--- config.mk ---
export PLATFORM = sky130hd
export DESIGN_NAME = ram_dumper
export DESIGN_NICKNAME = d
export VERILOG_FILES = /design/src/rtl/ram_dumper.sv
export SDC_FILE = /design/constraint.sdc
export NUM_CORES = 1
export LEC_CHECK = 0
export ABC_AREA = 1
export CAP_MARGIN = 20
export CORE_UTILIZATION = 40
export DETAILED_ROUTE_END_ITERATION = 16
export PLACE_DENSITY_LB_ADDON = 0.3
export SETUP_SLACK_MARGIN = 0.1
export SLEW_MARGIN = 25
export SYNTH_ARGS = -nofsm -noshare
export SYNTH_HDL_FRONTEND = slang
export SYNTH_SLANG_ARGS = --single-unit
--- constraint.sdc ---
create_clock -name clk -period 2.25 [get_ports clk]
set_input_delay 0.225 -clock clk [delete_from_list [all_inputs] [get_ports clk]]
set_output_delay 0.225 -clock clk [all_outputs]
set_load 0.1 [all_outputs]
--- src/rtl/ram_dumper.sv ---
// RAM-to-UART hex dumper: fetches bytes from address 0 upward and pushes them
// out as uppercase hex pairs, space/newline separated, ending with EOF (0x04).

package pkg_ram;
    localparam int RAM_ADDRW     = 16;
    localparam int RAM_QUAD_SIZE = 32;

    typedef enum logic [1:0] {
        RAM_NOP   = 2'd0,
        RAM_FETCH = 2'd1,
        RAM_STORE = 2'd2
    } ram_op_t;

    typedef enum logic [1:0] {
        RAM_BYTE = 2'd0,
        RAM_HALF = 2'd1,
        RAM_QUAD = 2'd2
    } ram_data_type_t;
endpackage

module ram_dumper #(
    parameter int RAM_ADDRW      = pkg_ram::RAM_ADDRW,
    parameter int BYTES_PER_LINE = 16
) (
    input  logic                                clk,
    input  logic                                rst,
    input  logic                                start,
    input  logic [RAM_ADDRW-1:0]                len,
    output logic                                busy,
    output logic                                done,
    output pkg_ram::ram_op_t                    ram_op,
    output pkg_ram::ram_data_type_t             ram_data_type,
    output logic [RAM_ADDRW-1:0]                ram_addr,
    input  logic [pkg_ram::RAM_QUAD_SIZE-1:0]   ram_data_out,
    input  logic                                putc_en,
    output logic                                putc_push,
    output logic [7:0]                          putc_char
);
    import pkg_ram::*;

    localparam int LINEW = $clog2(BYTES_PER_LINE) + 1;

    typedef enum logic [2:0] {
        IDLE, FETCH, WAIT, HI, LO, SEP, EOF, DONE
    } state_t;

    state_t               state, state_n;
    logic [RAM_ADDRW-1:0] len_q, len_n;
    logic [RAM_ADDRW-1:0] addr, addr_n;
    logic [LINEW-1:0]     line_cnt, line_n;
    logic [7:0]           data_byte, data_byte_n;
    logic                 gap, gap_n;
    logic                 busy_n, done_n, push_n;
    logic [7:0]           char_n;
    ram_op_t              ram_op_n;

    logic                 last_byte;
    logic                 line_full;
    logic [LINEW-1:0]     line_inc;
    logic                 unused_ram_bits;

    function automatic logic [7:0] hex_digit(input logic [3:0] nib);
        return (nib < 4'd10) ? (8'h30 + {4'h0, nib}) : (8'h37 + {4'h0, nib});
    endfunction

    // Full-width compare so a length of all ones still terminates correctly.
    assign last_byte       = (addr == len_q - RAM_ADDRW'(1));
    assign line_inc        = line_cnt + LINEW'(1);
    assign line_full       = (line_inc == LINEW'(BYTES_PER_LINE));
    assign ram_addr        = addr;
    assign ram_data_type   = RAM_BYTE;
    assign unused_ram_bits = ^ram_data_out[RAM_QUAD_SIZE-1:8];

    always_ff @(posedge clk) begin
        if (rst) begin
            state     <= IDLE;
            len_q     <= '0;
            addr      <= '0;
            line_cnt  <= '0;
            data_byte <= '0;
            gap       <= 1'b0;
            busy      <= 1'b0;
            done      <= 1'b0;
            putc_push <= 1'b0;
            putc_char <= '0;
            ram_op    <= RAM_NOP;
        end else begin
            state     <= state_n;
            len_q     <= len_n;
            addr      <= addr_n;
            line_cnt  <= line_n;
            data_byte <= data_byte_n;
            gap       <= gap_n;
            busy      <= busy_n;
            done      <= done_n;
            putc_push <= push_n;
            putc_char <= char_n;
            ram_op    <= ram_op_n;
        end
    end

    // Push states cycle through: wait for putc_en, push, one gap cycle, advance.
    always_comb begin
        state_n     = state;
        len_n       = len_q;
        addr_n      = addr;
        line_n      = line_cnt;
        data_byte_n = data_byte;
        gap_n       = gap;
        busy_n      = busy;
        done_n      = done;
        push_n      = 1'b0;
        char_n      = putc_char;
        ram_op_n    = RAM_NOP;

        case (state)
            IDLE, DONE: begin
                if (start) begin
                    len_n  = len;
                    addr_n = '0;
                    line_n = '0;
                    gap_n  = 1'b0;
                    busy_n = 1'b1;
                    done_n = 1'b0;
                    if (len == '0) begin
                        state_n = EOF;
                        char_n  = 8'h04;
                        push_n  = putc_en;
                    end else begin
                        state_n  = FETCH;
                        ram_op_n = RAM_FETCH;
                    end
                end
            end
            FETCH: begin
                state_n = WAIT;
            end
            WAIT: begin
                data_byte_n = ram_data_out[7:0];
                char_n      = hex_digit(ram_data_out[7:4]);
                push_n      = putc_en;
                state_n     = HI;
            end
            HI, LO, SEP, EOF: begin
                if (putc_push) begin
                    gap_n = 1'b1;
                end else if (!gap) begin
                    push_n = putc_en;
                end else begin
                    gap_n = 1'b0;
                    case (state)
                        HI: begin
                            state_n = LO;
                            char_n  = hex_digit(data_byte[3:0]);
                            push_n  = putc_en;
                        end
                        LO: begin
                            state_n = SEP;
                            push_n  = putc_en;
                            if (last_byte || line_full) begin
                                char_n = 8'h0A;
                                line_n = '0;
                            end else begin
                                char_n = 8'h20;
                                line_n = line_inc;
                            end
                        end
                        SEP: begin
                            addr_n = addr + RAM_ADDRW'(1);
                            if (last_byte) begin
                                state_n = EOF;
                                char_n  = 8'h04;
                                push_n  = putc_en;
                            end else begin
                                state_n  = FETCH;
                                ram_op_n = RAM_FETCH;
                            end
                        end
                        default: begin
                            state_n = DONE;
                            done_n  = 1'b1;
                            busy_n  = 1'b0;
                        end
                    endcase
                end
            end
            default: begin
                state_n = IDLE;
            end
        endcase
    end

endmodule

==> summary.txt <==
Logic synthesis
  – Synth area leader: dfxtp_1
  – Synth top area share: 32.61%
  – #FFs+latches synth: 56
  – Synth warn: 0
  – Cells after synthesis: 509
  – Post-synthesis sequential area ratio: 32.61%
  – Synth cell types: 44
  – Syn Std Cell Area: 3438 sq um
  – Synth area leaders: dfxtp_1 33%, nand2_1 10%, a21oi_1 7.3%
  – Syn avg cell area: 6.755 sq um

Layout
  – Layout cells sized above 1: 21.44%
  – Most frequent cells in the layout: 93 x nand2_1, 59 x inv_1, 58 x nor2_1
  – Diode count: 0
  – Synth-to-Final Area Change: 23.29%
  – Nets: 625
  – Fillers: 864
  – Commonest non-fill, non-tap cell in the layout: nand2_1

Global route
  – First-pass GRT wire length: 14360 um
  – Number of global-route vias before repair: 3209
  – Pin count of the biggest net entering global routing: 22
  – GRT Total Usage: 20.28%
  – Global route overflow: 0
  – Initial antenna violation count: 0

Worst setup path
  – Worst path bufs/invs: 2
  – CP max stage delay: 330 ps
  – Cell chain of the critical path: inv_2 -> ha_4 -> nand2_1 -> inv_1 -> nand3_1 -> nand2_1 -> nand2_1 -> a21oi_2 -> nand2_1 -> nor2_2 -> nand3_4 -> nand2_4 -> nand2_8 -> nor2_1 -> a21oi_2
  – Critical Path Start Type: flop
  – Crit path DAT: 2190 ps
  – WS Path Type: flop to flop
  – Slowest cell on the critical path: dfxtp_1
  – CP endpoint kind: flop
  – Crit-path most repeated cell: nand2_1
  – Critical path required time: 2460 ps
  – Top cell family by delay on the critical path: simple AND/OR/NAND/NOR gates
  – CP Max Fanout: 7

Floorplan
  – Die ar.: 8971 sq um
  – Initial Util: 41.64%
  – # IOs: 83
  – CORE AREA: 8258 sq um
  – FP Rows: 33
  – Die W: 94.72 um
  – Die height: 94.72 um

STA
  – Endpoints failing hold: 0
  – Endpoints failing setup: 0
  – Max-slew headroom: 61.63%
  – Period utilisation layout: 88.37%
  – Crit path time final: 1988 ps
  – Setup_tns: 0 ps
  – RSZ-0062 raised after global routing: no
  – Max-slew violations: 0
  – Final Skew: 8.526 ps
  – Slew @ Worst Pin: 571.2 ps
  – Fmax: 0.5029 GHz
  – Hold WS: 460.7 ps

Clocking
  – Clk Latency, worst-skew pair: 320 ps
  – Clk pin slew, worst setup/hold paths: 100 ps
  – Max Buffers Root-to-Sink: 2
  – CTS buffer count: 5
  – Root buf cell: clkbuf_8
  – Cts hold-fix bufs: 0
  – TritonCTS sink count: 56
  – H-tree depth: 2
  – CTS tree: yes

Detailed routing
  – Vias per cell: 5.058
  – DRT iter0 DRCs: 138
  – Initial DRT Pass Iterations: 4
  – Vias post-DR: 3409
  – DRC: 0
  – Drt wl/cell: 12.48 um
  – Post-route antenna net violation count: 0
  – Wirelength, routed: 8414 um

Placed design
  – IO Port Bufs: 54
  – Hpwl dp: 6529 um
  – GPL Wtd Cong: 0.8732

Status
  – Status: finished clean

Hold path
  – Worst hold-check path type: input pin to flop

Job
  – Max-Cap Viols: 0

Power
  – Lkg Pwr: 1.861 nW
  – Pwr per Cell Area: 1198 nW/um^2
  – Worst vdd ir: 624.8 uV
==> per-stage QoR <==
stage	total power [mW]	cells	worst slack, ps	utilization [%]	instance area, sq um
after floorplan	3.711	512	119.3	-	3467
after detailed placement	4.315	664	66.80	49.23	4065
after CTS	4.928	672	102.5	50.47	4168
after global routing	5.513	674	65.76	51.33	4239
after global placement	4.267	664	88.04	49.23	4065
final	5.080	674	261.6	51.33	4239
==> worst register-to-register path: cells and delay by family (launching register included) <==
kind                     cells  cell delay (ps)
flip-flops                   1              330
AND/OR/NAND/NOR             10             1010
AO/OA/AOI/OAI                2              220
adder cells (fa/ha/maj)      1              160
buffers and inverters        2              160
==> flip-flops by register name, summed over array words and instances (netlist names) <==
signal	cells
len_q	16
ram_addr	16
putc_char	7
line_cnt	5
data_byte	4
state	3
busy	1
done	1
gap	1
putc_push	1
ram_op	1
==> cell usage after synthesis, drive strengths merged <==
| library cell | count |
|---|---|
| o2111ai | 1 |
| o21bai | 2 |
| nand4 | 7 |
| xnor2 | 3 |
| o21a | 3 |
| ha | 5 |
| a31oi | 2 |
| and2 | 1 |
| o21ai | 46 |
| clkbuf | 7 |
| nor2 | 76 |
| dfxtp | 56 |
| nor3 | 11 |
| nand3 | 22 |
| nand2 | 108 |
| conb | 1 |
| a22oi | 2 |
| clkinv | 2 |
| o22ai | 2 |
| buf | 8 |
| nor4 | 2 |
| o211ai | 1 |
| a32oi | 1 |
| xnor3 | 1 |
| xor2 | 9 |
| a211oi | 3 |
| o221ai | 1 |
| inv | 67 |
| or2 | 1 |
| nand3b | 1 |
| a21oi | 57 |
==> power by group <==
| group | internal [mW] | leakage [nW] | switching, mW |
|---|---|---|---|
| combinational | 0.986 | 1.34 | 2.06 |
| sequential | 1.22 | 0.466 | 0.230 |
| clock | 0.247 | 0.0510 | 0.336 |
| total | 2.45 | 1.86 | 2.63 |
==> worst paths after layout <==
| kind | start | end | slack [ps] | depth (start not counted) |
|---|---|---|---|---|
| worst min register to register | busy$_SDFFE_PP0P_ | busy$_SDFFE_PP0P_ | 480 | 2 |
| worst min-delay path | putc_en | putc_push$_SDFF_PP0_ | 460 | 3 |
| worst max register to register | len_q[0]$_SDFFE_PP0P_ | putc_char[1]$_SDFFE_PP0P_ | 260 | 15 |
| worst max-delay path | len_q[0]$_SDFFE_PP0P_ | putc_char[1]$_SDFFE_PP0P_ | 260 | 15 |
==> per-layer routing <==
metal | track usage (%) | wire length (um)
met1 | 24.73 | 3693
met4 | 6.566 | 175
met3 | 2.979 | 408
met2 | 36.27 | 4137
met5 | 0 | 0
==> layout make-up <==
cell class	count	area, sq um	share of cell area, %
timing repair inverter	1	6.256	0.1476
inverter	69	270.3	6.375
tap	105	131.4	3.099
timing repair buffer	63	553.0	13.05
sequential	56	1144	26.98
multi-input combinational	372	2042	48.17
clock buffer	6	82.58	1.948
clock inverter	2	10.01	0.2361
==> cells by family (layout without fill, tap and decap cells) <==
group                      Yosys count  in the layout  share of synthesized area [%]
AOI/OAI and AO/OA                  121            121                          19.98
and+or+nand+nor                    229            229                          31.70
other                                1              4                         0.1091
xor gates and xnor gates            13             13                          3.712
adders and majority gates            5              5                          1.820
DFF                                 56             56                          32.61
buffers and inverters               84            141                          10.08
==> repair_timing <==
action	CTS	global route
hold endpoints to repair	0	0
buffers inserted	0	1
pin swaps	0	2
cloned	0	1
gates resized for setup	2	17
endpoints found under the setup margin	3	18
Power figures use the tool's default switching activity.
